<file path="src/rtl/key_search.sv">
`default_nettype none
// ============================================================================
// Module   : key_search
// Brief    : Brute-force key search driving an arc4 decryptor and checking the
//            decrypted plaintext (length-prefixed) for printable bytes.
// Revision : 1.0 - initial release
// ============================================================================
module key_search #(
    parameter logic [23:0] KEY_FIRST = 24'h000000,
    parameter logic [23:0] KEY_LAST  = 24'hFFFFFF,
    parameter logic [23:0] KEY_STEP  = 24'h000001
) (
    input  logic        clk,
    input  logic        rst,
    input  logic        en,
    output logic        rdy,
    output logic [23:0] key,
    output logic        key_valid,
    output logic        arc4_en,
    input  logic        arc4_rdy,
    output logic [23:0] arc4_key,
    output logic        chk_active,
    output logic [7:0]  pt_addr,
    input  logic [7:0]  pt_rddata
);

    localparam logic [2:0] c_IDLE      = 3'd0;
    localparam logic [2:0] c_START     = 3'd1;
    localparam logic [2:0] c_WAIT_BUSY = 3'd2;
    localparam logic [2:0] c_WAIT_DONE = 3'd3;
    localparam logic [2:0] c_RD_LEN    = 3'd4;
    localparam logic [2:0] c_CHECK     = 3'd5;
    localparam logic [2:0] c_NEXT_KEY  = 3'd6;

    localparam logic [7:0] c_PRINT_LO  = 8'h20;
    localparam logic [7:0] c_PRINT_HI  = 8'h7E;

    logic [2:0]  r_state,     w_state_nxt;
    logic [23:0] r_key,       w_key_nxt;
    logic        r_key_valid, w_key_valid_nxt;
    logic [7:0]  r_len,       w_len_nxt;
    logic [7:0]  r_idx,       w_idx_nxt;
    logic        r_len_phase, w_len_phase_nxt;
    logic        w_byte_ok;

    assign w_byte_ok = (pt_rddata >= c_PRINT_LO) && (pt_rddata <= c_PRINT_HI);
    assign key       = r_key;
    assign arc4_key  = r_key;
    assign key_valid = r_key_valid;

    always_ff @(posedge clk or posedge rst) begin
        if (rst) begin
            r_state     <= c_IDLE;
            r_key       <= KEY_FIRST;
            r_key_valid <= 1'b0;
            r_len       <= 8'd0;
            r_idx       <= 8'd0;
            r_len_phase <= 1'b0;
        end else begin
            r_state     <= w_state_nxt;
            r_key       <= w_key_nxt;
            r_key_valid <= w_key_valid_nxt;
            r_len       <= w_len_nxt;
            r_idx       <= w_idx_nxt;
            r_len_phase <= w_len_phase_nxt;
        end
    end

    always_comb begin
        w_state_nxt     = r_state;
        w_key_nxt       = r_key;
        w_key_valid_nxt = r_key_valid;
        w_len_nxt       = r_len;
        w_idx_nxt       = r_idx;
        w_len_phase_nxt = r_len_phase;
        rdy             = 1'b0;
        arc4_en         = 1'b0;
        chk_active      = 1'b0;
        pt_addr         = 8'd0;

        case (r_state)
            c_IDLE: begin
                rdy = 1'b1;
                if (en) begin
                    w_key_nxt       = KEY_FIRST;
                    w_key_valid_nxt = 1'b0;
                    w_state_nxt     = c_START;
                end
            end
            c_START: begin
                if (arc4_rdy) begin
                    arc4_en     = 1'b1;
                    w_state_nxt = c_WAIT_BUSY;
                end
            end
            c_WAIT_BUSY: begin
                if (!arc4_rdy) w_state_nxt = c_WAIT_DONE;
            end
            c_WAIT_DONE: begin
                if (arc4_rdy) w_state_nxt = c_RD_LEN;
            end
            c_RD_LEN: begin
                chk_active      = 1'b1;
                w_len_phase_nxt = 1'b1;
                w_idx_nxt       = 8'd0;
                w_state_nxt     = c_CHECK;
            end
            c_CHECK: begin
                chk_active = 1'b1;
                // r_idx is the address presented last cycle, i.e. the byte on pt_rddata now
                if (r_len_phase) begin
                    w_len_nxt       = pt_rddata;
                    w_len_phase_nxt = 1'b0;
                    if (pt_rddata == 8'd0) begin
                        w_key_valid_nxt = 1'b1;
                        w_state_nxt     = c_IDLE;
                    end else begin
                        pt_addr   = 8'd1;
                        w_idx_nxt = 8'd1;
                    end
                end else if (!w_byte_ok) begin
                    w_state_nxt = c_NEXT_KEY;
                end else if (r_idx == r_len) begin
                    w_key_valid_nxt = 1'b1;
                    w_state_nxt     = c_IDLE;
                end else begin
                    pt_addr   = r_idx + 8'd1;
                    w_idx_nxt = r_idx + 8'd1;
                end
            end
            c_NEXT_KEY: begin
                // Compare before incrementing so a wrapping step still terminates
                if (r_key == KEY_LAST) begin
                    w_key_valid_nxt = 1'b0;
                    w_state_nxt     = c_IDLE;
                end else begin
                    w_key_nxt   = r_key + KEY_STEP;
                    w_state_nxt = c_START;
                end
            end
            default: begin
                w_state_nxt = c_IDLE;
            end
        endcase
    end

endmodule
`default_nettype wire

</file>
<file path="config.mk">
export PLATFORM = sky130hd
export DESIGN_NAME = key_search
export DESIGN_NICKNAME = d
export VERILOG_FILES = /design/src/rtl/key_search.sv
export SDC_FILE = /design/constraint.sdc
export NUM_CORES = 1
export LEC_CHECK = 0
export ABC_AREA = 1
export CAP_MARGIN = 20
export CORE_MARGIN = 2
export CORE_UTILIZATION = 46
export DETAILED_ROUTE_END_ITERATION = 7
export PLACE_DENSITY = 0.81
export SLEW_MARGIN = 5
export SYNTH_ARGS = -nofsm -noshare
export SYNTH_HDL_FRONTEND = slang
export SYNTH_SLANG_ARGS = --single-unit
</file>
<file path="constraint.sdc">
create_clock -name clk -period 2.55 [get_ports clk]
set_clock_uncertainty 0.05 [all_clocks]
set_input_delay 0.765 -clock clk [delete_from_list [all_inputs] [get_ports clk]]
set_output_delay 0.765 -clock clk [all_outputs]
set_load 0.02 [all_outputs]
</file>
==> metrics.md <==
| Metric | Value |
|---|---|
| Status | finished with violations |
| Violated checks | negative setup slack |
| Crit-path cells | buf_2, nand2_2, nor2_2, nand2_1, and2_4, nand2_2, nand2_2, nand3b_1, buf_4, buf_4, buf_4, buf_4, buf_4, buf_4, buf_4, buf_4, buf_4, buf_4, nand2_1 |
| Mux cell area share after synthesis | 0% |
| Post-synth ARST share | 100% |
| Hpwl dp | 6.28 mm |
| ANT cells | 0 |
| Top_reg_cell synth | dfrtp_1 |
| Ports | 72 |
| H-tree Lvls | 2 |
| Global-route wire length before repair | 15.2 mm |
| Largest family of logic cells by synthesized area | simple AND/OR/NAND/NOR gates |
| Largest net degree at the start of global routing | 46 |
| Critical Path RT | 2.74 ns |
| Post-route cell area | 0.00450 mm² |
| Yosys top cell by area | dfrtp_1 |
| Crit path max fanout | 4 |
| HP Start | key_valid |
| Synth unique cells | 33 |
| Area contributors post-synth | dfrtp_1, nand2_1, inv_1, nand3_1, nor2_1 |
| Top cells by count, synth | nand2_1, inv_1, nor2_1 |
| Reg clk slew, reported paths | 0.09 ns |
| CP Capture Type | flop |
| Die height | 86.9 µm |
| CTS root buffer | clkbuf_8 |
| WHS Endpoint | key_valid |
| FF+latch count, synth | 45 |
| Syn avg cell area | 6.76 µm² |
| Via density | 5.41 |
| Tightest Pin Transition | 0.553 ns |
| Setup slack after layout | -0.116 ns |
| # rows | 30 |
| Reg2reg setup slack | -0.07 ns |
| Cts hold-fix bufs | 0 |
| DR pass1 iterations | 5 |
| Worst vdd ir | 0.440 mV |
| Top-count cell post-synth | nand2_1 |
| All-layer global routing usage | 25.4% |
| Share of cells above drive strength 1 | 26.2% |
| Number of buffers added on ports | 71 |
| Routed wire length | 10.1 mm |
| Synthesis Warnings | 0 |
| Full die area | 0.00755 mm² |
| Die W | 86.9 µm |
| Sink Count | 45 |
| ANT nets after route | 0 |
| Hold Violations, Final | 0 |
| Clock Latency Late Sink | 0.30 ns |
| Startpoint types | input port |
| CTS max path bufs | 2 |
| Worst path most repeated cell | buf_4 |
| Setup Viol. Count Final | 8 |
| Global placer's final weighted congestion | 0.920 |
| Synth Area in XOR/XNOR | 2.77% |
| Final slew viol count | 0 |
| Tmin final | 2.67 ns |
| Antenna violations before repair | 0 |
| Total CTS buffers | 5 |
| Setup TNS | -0.311 ns |
| WHS Path Cells | 2 |
| Pwr per Cell Area | 543 mW/mm² |
| Top cell type's share of synthesized area | 35.6% |
| Fillers | 516 |
| Worst reg2reg path endpoint | r_idx[0] |
| Fin crit share | 105% |
| Synthesized Nets | 482 |
| TritonCTS clock tree | done |
| Relative slew slack | 63.1% |
| GRT overflow | 0 |
| Post-synthesis adder-cell area fraction | 0.791% |
| Crit Path Category | input port to flop |
| Initial DRC count | 313 |
| RSZ-0062 raised after global routing | true |
| Post-DP Area | 0.00405 mm² |
| Slowest stage cell on the critical path | and2_4 |
| Data arrival time of the critical path | 2.86 ns |
| Worst r2r src | r_idx[0] |
| Placed insts | 627 |
| Vias | 3610 |
| Reg2Reg Depth | 20 |
| Synth Area in Compound Gates | 8.31% |
| Area growth syn-to-layout | 42.3% |
| Sequential share of the synthesized area | 35.6% |
| MaxCap Viol Count | 0 |
| Hold WS | 0.445 ns |
| Slowest stage delay, CP | 0.18 ns |
| Pwr Total | 2440 µW |
| DR WL/cell | 15.2 µm |
| Leakage | 0.00217 µW |
| Post-Synth Simple-Gate Area | 37.2% |
| Vias in the first global route | 3260 |
| Synth Cell Area | 0.00316 mm² |
| Initial Util | 47.1% |
| NumNets Final | 600 |
| Final Non-Filler Cells | 667 |
| Fmax | 0.375 GHz |
| Cell count after synthesis | 468 |
| Worst min path class | flop to flop |
| Core Region | 0.00672 mm² |
| DR DRC count | 0 |
| Post-synth EDFFs | 0 |
[critical path: cells and delay by family]
family,cells,cell delay (ns)
simple gates,8,0.70
buf+inv,11,1.40
[power breakdown]
part / switching (µW) / internal [µW]
logic: 662 / 417
registers: 91.1 / 824
clock network: 259 / 191
[state kept, by name, summed over array words and instances (netlist names)]
name	count
arc4_key	24
r_idx	8
r_len	8
r_state	3
key_valid	1
r_len_phase	1
[kinds of logic after synthesis]
family	count (synthesis)
AND/OR/NAND/NOR	269
buffers and inverters	97
AO/OA/AOI/OAI	45
flip-flops	45
XOR/XNOR	10
adder cells (fa/ha/maj)	2
[cell type report]
| cell class | count | area, µm² | share of cell area, % |
|---|---|---|---|
| Clock inverter | 2 | 10.0 | 0.223 |
| Multi-Input combinational cell | 326 | 1660 | 36.9 |
| Timing Repair Buffer | 143 | 1280 | 28.4 |
| Tap cell | 80 | 100 | 2.23 |
| Inverter | 65 | 249 | 5.54 |
| Sequential cell | 45 | 1130 | 25.1 |
| Clock buffer | 6 | 72.6 | 1.61 |
[per-layer routing]
layer	vias to the layer above	routed length [µm]	GRT usage, %
li1	1680	-	-
met1	1674	3870	31.4
met2	218	5090	44.8
met3	38	821	3.98
met4	0	344	9.09
met5	-	0	0
[per-stage QoR]
| stage | setup slack, ns | util (%) |
|---|---|---|
| 5_1_grt | -0.138 | 66.9 |
| 2_1_floorplan | 0.0297 | - |
| 3_3_place_gp | -0.869 | 60.3 |
| 3_5_place_dp | -0.925 | 60.3 |
| 4_1_cts | 0.00239 | 64.6 |
| 6_report | -0.116 | 66.9 |
[how the worst max path moves through the flow]
stage / endpoint / from / cells past startpoint / slack, ns
finish: r_idx[0] / pt_rddata[4] / 19 / -0.12
global route: r_idx[0] / pt_rddata[6] / 16 / -0.14
floorplan: pt_addr[6] / pt_rddata[5] / 6 / 0.03
global placement: pt_addr[5] / pt_rddata[5] / 9 / -0.87
detailed placement: pt_addr[5] / pt_rddata[5] / 9 / -0.92
CTS: pt_addr[4] / r_idx[0] / 10 / 0.002
[layout by cell type (no fill, tap or decap), types with 5 or more instances in the layout]
| cell type | Yosys | routed |
|---|---|---|
| clkbuf_8 | 0 | 5 |
| buf_4 | 24 | 68 |
| nand2_2 | 3 | 10 |
| nand2_1 | 143 | 136 |
| nand4_1 | 9 | 9 |
| nand3_2 | 0 | 6 |
| o21ai_0 | 27 | 26 |
| nand3_1 | 44 | 37 |
| xnor2_1 | 6 | 6 |
| inv_1 | 63 | 53 |
| buf_6 | 3 | 14 |
| nor2_1 | 50 | 45 |
| o21ai_2 | 7 | 8 |
| nor2_2 | 2 | 5 |
| inv_2 | 1 | 9 |
| clkdlybuf4s50_1 | 0 | 53 |
| dfrtp_1 | 45 | 42 |
[timing repair]
action / CTS / global route
endpoints found under the setup margin: 10 / 17
pin swaps: 15 / 14
buffers inserted: 24 / 8
gates resized for setup: 104 / 28
(Power assumes the default switching activity.)
